===== config.mk =====
export PLATFORM = sky130hd
export DESIGN_NAME = wb_dbg_master
export DESIGN_NICKNAME = d
export VERILOG_FILES = /design/src/rtl/dbg_pkg.sv /design/src/rtl/wb_dbg_master.sv
export SDC_FILE = /design/constraint.sdc
export NUM_CORES = 1
export LEC_CHECK = 0
export ABC_CLOCK_PERIOD_IN_PS = 2600
export CAP_MARGIN = 25
export CORE_MARGIN = 8
export CORE_UTILIZATION = 40
export DETAILED_ROUTE_END_ITERATION = 12
export PLACE_DENSITY = 0.67
export SYNTH_ARGS = -nofsm -noshare
export SYNTH_HDL_FRONTEND = slang
export SYNTH_SLANG_ARGS = --single-unit

===== constraint.sdc =====
create_clock -name clk -period 2.6 [get_ports clk]
set_input_delay 0.39 -clock clk [delete_from_list [all_inputs] [get_ports clk]]
set_output_delay 0.39 -clock clk [all_outputs]
set_load 0.02 [all_outputs]

===== src/rtl/dbg_pkg.sv =====
// Shared constants for the Wishbone debug master: command/response bytes
// and the controller state encoding.
package dbg_pkg;

    localparam logic [7:0] CMD_READ  = 8'h52;  // 'R'
    localparam logic [7:0] CMD_WRITE = 8'h57;  // 'W'
    localparam logic [7:0] RSP_ACK   = 8'h06;
    localparam logic [7:0] RSP_NAK   = 8'h15;

    typedef enum logic [2:0] {
        ST_IDLE  = 3'd0,
        ST_ADDR  = 3'd1,
        ST_WDATA = 3'd2,
        ST_BUS   = 3'd3,
        ST_RESP  = 3'd4
    } state_t;

    function automatic logic is_cmd(input logic [7:0] b);
        return (b == CMD_READ) || (b == CMD_WRITE);
    endfunction

endpackage


===== src/rtl/wb_dbg_master.sv =====
// Byte-stream debug bridge: 'R'/'W' + 4 address bytes (+ 4 data bytes)
// become one Wishbone cycle; the result is reported back as response bytes.
module wb_dbg_master
    import dbg_pkg::*;
#(
    parameter int unsigned ack_timeout = 1024
) (
    input  logic        clk,
    input  logic        rst,
    input  logic [7:0]  rx_data,
    input  logic        rx_stb,
    output logic [7:0]  tx_data,
    output logic        tx_stb,
    input  logic        tx_busy,
    output logic [31:0] wb_adr_o,
    output logic [31:0] wb_dat_o,
    output logic [3:0]  wb_sel_o,
    output logic        wb_we_o,
    output logic        wb_cyc_o,
    output logic        wb_stb_o,
    input  logic [31:0] wb_dat_i,
    input  logic        wb_ack_i,
    input  logic        wb_err_i,
    input  logic        wb_rty_i,
    output logic        busy,
    output logic        overrun
);

    localparam int unsigned TMR_W = $clog2(ack_timeout + 1);
    localparam logic [TMR_W-1:0] TMR_LAST = TMR_W'(ack_timeout - 1);

    state_t             state_q, state_d;
    logic               op_we_q, op_we_d;
    logic [1:0]         byte_cnt_q, byte_cnt_d;
    logic [31:0]        adr_q, adr_d;
    logic [31:0]        wdat_q, wdat_d;
    logic [31:0]        resp_q, resp_d;
    logic [1:0]         resp_left_q, resp_left_d;
    logic [TMR_W-1:0]   timer_q, timer_d;
    logic [7:0]         tx_data_q, tx_data_d;
    logic               tx_stb_q, tx_stb_d;
    logic               cyc_q, cyc_d;
    logic               stb_q, stb_d;
    logic               we_q, we_d;
    logic [3:0]         sel_q, sel_d;
    logic               overrun_q, overrun_d;
    logic               launch;
    logic               term;
    logic               term_ok;

    always_comb begin
        state_d     = state_q;
        op_we_d     = op_we_q;
        byte_cnt_d  = byte_cnt_q;
        adr_d       = adr_q;
        wdat_d      = wdat_q;
        resp_d      = resp_q;
        resp_left_d = resp_left_q;
        timer_d     = timer_q;
        tx_data_d   = tx_data_q;
        tx_stb_d    = 1'b0;
        cyc_d       = cyc_q;
        stb_d       = stb_q;
        we_d        = we_q;
        sel_d       = sel_q;
        overrun_d   = overrun_q;
        launch      = 1'b0;
        term        = 1'b0;
        term_ok     = 1'b0;

        if (rx_stb && (state_q == ST_BUS || state_q == ST_RESP))
            overrun_d = 1'b1;

        unique case (state_q)
            ST_IDLE: begin
                if (rx_stb && is_cmd(rx_data)) begin
                    op_we_d    = (rx_data == CMD_WRITE);
                    byte_cnt_d = '0;
                    state_d    = ST_ADDR;
                end
            end
            ST_ADDR: begin
                if (rx_stb) begin
                    adr_d      = {adr_q[23:0], rx_data};
                    byte_cnt_d = byte_cnt_q + 2'd1;
                    if (byte_cnt_q == 2'd3) begin
                        if (op_we_q)
                            state_d = ST_WDATA;
                        else
                            launch = 1'b1;
                    end
                end
            end
            ST_WDATA: begin
                if (rx_stb) begin
                    wdat_d     = {wdat_q[23:0], rx_data};
                    byte_cnt_d = byte_cnt_q + 2'd1;
                    if (byte_cnt_q == 2'd3)
                        launch = 1'b1;
                end
            end
            ST_BUS: begin
                // err/rty take priority over a simultaneous ack
                if (wb_err_i || wb_rty_i) begin
                    term = 1'b1;
                end else if (wb_ack_i) begin
                    term    = 1'b1;
                    term_ok = 1'b1;
                end else if (timer_q == TMR_LAST) begin
                    term = 1'b1;
                end else if (timer_q != '1) begin
                    timer_d = timer_q + 1'b1;
                end

                if (term) begin
                    cyc_d   = 1'b0;
                    stb_d   = 1'b0;
                    we_d    = 1'b0;
                    state_d = ST_RESP;
                    if (term_ok && !op_we_q) begin
                        resp_d      = wb_dat_i;
                        resp_left_d = 2'd3;
                    end else begin
                        resp_d      = {(term_ok ? RSP_ACK : RSP_NAK), 24'h000000};
                        resp_left_d = '0;
                    end
                end
            end
            ST_RESP: begin
                // the stb-low check keeps strobes one cycle apart even if
                // the transmitter raises busy late
                if (!tx_busy && !tx_stb_q) begin
                    tx_stb_d    = 1'b1;
                    tx_data_d   = resp_q[31:24];
                    resp_d      = {resp_q[23:0], 8'h00};
                    resp_left_d = resp_left_q - 2'd1;
                    if (resp_left_q == '0)
                        state_d = ST_IDLE;
                end
            end
            default: state_d = ST_IDLE;
        endcase

        if (launch) begin
            state_d = ST_BUS;
            cyc_d   = 1'b1;
            stb_d   = 1'b1;
            we_d    = op_we_q;
            sel_d   = '1;
            timer_d = '0;
        end
    end

    always_ff @(posedge clk) begin
        if (rst) begin
            state_q     <= ST_IDLE;
            op_we_q     <= 1'b0;
            byte_cnt_q  <= '0;
            adr_q       <= '0;
            wdat_q      <= '0;
            resp_q      <= '0;
            resp_left_q <= '0;
            timer_q     <= '0;
            tx_data_q   <= '0;
            tx_stb_q    <= 1'b0;
            cyc_q       <= 1'b0;
            stb_q       <= 1'b0;
            we_q        <= 1'b0;
            sel_q       <= '0;
            overrun_q   <= 1'b0;
        end else begin
            state_q     <= state_d;
            op_we_q     <= op_we_d;
            byte_cnt_q  <= byte_cnt_d;
            adr_q       <= adr_d;
            wdat_q      <= wdat_d;
            resp_q      <= resp_d;
            resp_left_q <= resp_left_d;
            timer_q     <= timer_d;
            tx_data_q   <= tx_data_d;
            tx_stb_q    <= tx_stb_d;
            cyc_q       <= cyc_d;
            stb_q       <= stb_d;
            we_q        <= we_d;
            sel_q       <= sel_d;
            overrun_q   <= overrun_d;
        end
    end

    // address/data shift registers drive the bus directly; they only move
    // while cyc is low, so the request stays stable during the cycle
    assign wb_adr_o = adr_q;
    assign wb_dat_o = wdat_q;
    assign wb_sel_o = sel_q;
    assign wb_we_o  = we_q;
    assign wb_cyc_o = cyc_q;
    assign wb_stb_o = stb_q;
    assign tx_data  = tx_data_q;
    assign tx_stb   = tx_stb_q;
    assign busy     = (state_q != ST_IDLE);
    assign overrun  = overrun_q;

endmodule


==> impl_metrics.py <==
metrics = {
    "drt": {
        "wl_um": 13800,
        "vias_per_cell": 5.10,
        "firstDrtPassIters": 4,
        "drt_iter0_markers": 261,
        "postRouteAntennaNets": 0,
        "wl_per_cell_um": 14.9,
        "num_vias": 4728,
        "drc": 0,
    },
    "final_layout": {
        "syn_to_final_growth_pct": 38.5,
        "fin_util_pct": 57.0,
        "fillers": 1240,
        "register_area_um2": 2560,
        "antenna_cells": 0,
        "multi_input_area_um2": 2370,
        "layout_commonest_cell": "nand2_1",
        "drive_gt1_share_pct": 9.80,
        "nets": 792,
        "final_cell_mix": "nand2_1 (164), dfxtp_1 (128), clkdlybuf4s50_1 (127), a21oi_1 (96), nor2_1 (44)",
    },
    "floorplanning": {
        "start_util_pct": 41.1,
        "ioPinCount": 129,
        "die_h_um": 130,
        "rows": 41,
        "core_area_um2": 12600,
        "dieArea_um2": 16900,
        "die_w_um": 130,
    },
    "pwr": {
        "ir_drop_mv": 0.359,
        "p_sw_uw": 936,
        "power_density_nw_per_um2": 607,
        "p_int_uw": 3430,
        "finalPower_uw": 4360,
        "pwr-share-clk_pct": 51.8,
        "seqPwrFrac_pct": 45.0,
        "p_comb_share_pct": 3.3,
        "leakagePower_uw": 0.00239,
        "swShare_pct": 21.4,
    },
    "logic_synthesis": {
        "synth_flop_cell": "dfxtp_1",
        "synth_cells": 629,
        "yosysSeqAreaShare_pct": 49.4,
        "syn_nets": 679,
        "synth.distinct_cells": 54,
        "synth-async-reset-ratio_pct": 0,
        "synth_area_um2": 5190,
        "syn_avg_cell_area_um2": 8.25,
        "yosys_warnings": 0,
        "synth_edf_count": 0,
        "ys_ff_latch": 128,
    },
    "status": {
        "status": "complete, no violations",
    },
    "grt": {
        "antenna_found_initial": 0,
        "grt_first_pass_wirelength_um": 21600,
        "track_usage_pct": 15.9,
        "overflow": 0,
        "grt_pass1_vias": 4407,
        "grt_max_degree": 54,
    },
    "timing": {
        "hold_viol": 0,
        "max_slew_margin_pct": 52.0,
        "fin_crit_sh_pct": 89.9,
        "skew_ns": 0.00949,
        "hold_ws_ns": 0.443,
        "fmax_mhz": 428,
        "finalSetupViolations": 0,
        "rsz0062_at_grt": "no",
        "tightest_slew_ns": 0.720,
        "tns_ns": 0,
        "layout_min_cycle_time_ns": 2.34,
        "maxSlewViolCount": 0,
    },
    "cts": {
        "insertion_delay_ns": 0.41,
        "cts_hold_buf": 0,
        "numCtsBuffers": 17,
        "clkTransAtPathRegs_ns": 0.06,
        "cts_setup_buffers": 0,
        "cts_tree": "built",
        "cts_root_buffer": "clkbuf_16",
        "cts_sinks": 128,
        "htree_levels": 4,
        "clockBufferDepth": 2,
        "cts_resized": 0,
    },
    "worst_setup_path": {
        "critical_path.max_fanout": 16,
        "arrival_ns": 2.68,
        "rrSetupSlack_ns": 0.26,
        "worst-setup-path-type": "reg2reg",
        "critPathLaunchType": "flop",
        "required_ns": 2.94,
        "end_kind": "flop",
    },
    "job": {
        "drv_cap": 0,
    },
    "hold_path": {
        "hold_class": "reg2reg",
    },
    "placement": {
        "io_buffers": 128,
        "dp_hpwl_um": 9810,
        "finalWeightedCongestion": 0.766,
    },
}
-- critical path, stage by stage, from the launching register on --
cell       delay [ns]
dfxtp_1          0.43
ha_1             0.25
and4_1           0.26
and4_1           0.43
a2bb2oi_2        0.60
nand3_1          0.14
a21oi_1          0.16
-- cells in the mapped netlist (all sizes together) (2+ instances only) --
cell	count	share of area, %
a211oi	4	0.58
a21oi	96	9.3
a221oi	20	3.4
a311oi	2	0.46
and2	2	0.24
and4	4	0.68
buf	11	1.9
clkbuf	42	3.0
dfxtp	128	49
ha	3	0.72
inv	8	0.58
nand2	164	12
nand2b	3	0.36
nand3	10	0.96
nand3b	4	0.58
nand4	5	0.60
nor2	44	3.2
nor2b	3	0.36
nor3	27	4.1
nor3b	3	0.43
o21ai	3	0.29
o221ai	3	0.51
o22ai	3	0.48
o41ai	2	0.34
or2	4	0.48
or3	3	0.36
or3b	3	0.51
xnor2	3	0.51
xor2	7	1.2
-- layout make-up --
cell class | instances | area share (%)
Tap cell | 172 | 2.99
Inverter | 8 | 0.418
Clock buffer | 20 | 6.49
Multi-Input combinational cell | 441 | 32.9
Clock inverter | 12 | 1.50
Timing Repair Buffer | 146 | 20.0
Sequential cell | 128 | 35.6
-- state kept, by name, indices dropped and copies added (netlist names) --
register,cells
op_we_q,1
timer_q,11
tx_stb,1
overrun,1
tx_data,8
resp_left_q,2
wb_adr_o,32
byte_cnt_q,2
wb_we_o,1
state_q,3
wb_dat_o,32
wb_stb_o,1
wb_sel_o,1
resp_q,32
-- stage by stage --
| step | setup slack [ns] | instances | cell area (µm²) |
|---|---|---|---|
| after floorplan | 0.567 | 629 | 5190 |
| after global placement | 0.121 | 894 | 6600 |
| after detailed placement | 0.0599 | 894 | 6600 |
| after CTS | 0.130 | 926 | 7170 |
| after global routing | 0.0695 | 927 | 7190 |
| final | 0.262 | 927 | 7190 |
-- metal layers --
metal / wire length (µm) / vias to the layer above / GRT usage [%]
li1: - / 2376 / -
met1: 6180 / 2196 / 19.4
met2: 6620 / 144 / 26.3
met3: 898 / 12 / 4.61
met4: 118 / 0 / 5.74
met5: 0 / - / 0
-- power groups by stage --
stage	combinational [µW]	sequential (µW)	clock, µW
final	143	1960	2260
after global routing	154	1960	2390
after CTS	143	1960	2300
after detailed placement	143	2010	0
after global placement	142	2010	0
after floorplan	44.9	2010	0
-- final timing paths --
| path | start | end | depth (start not counted) |
|---|---|---|---|
| worst max-delay path | timer_q[0] | resp_q[2] | 6 |
| worst min-delay path | timer_q[10] | timer_q[10] | 2 |
| worst max register to register | timer_q[0] | resp_q[2] | 6 |
| worst min register to register | timer_q[10] | timer_q[10] | 2 |
-- logic make-up (layout without fill, tap and decap cells) --
logic type               after synthesis  in the layout  synth area share (%)
AO/OA/AOI/OAI                        138            139                  16.4
XOR/XNOR                              10             10                  1.69
adder cells (fa/ha/maj)                3              3                 0.723
buffers and inverters                 61            186                  5.47
flip-flops                           128            128                  49.4
multiplexers                           1              1                 0.193
AND/OR/NAND/NOR                      288            288                  26.2
(Power assumes the default switching activity.)
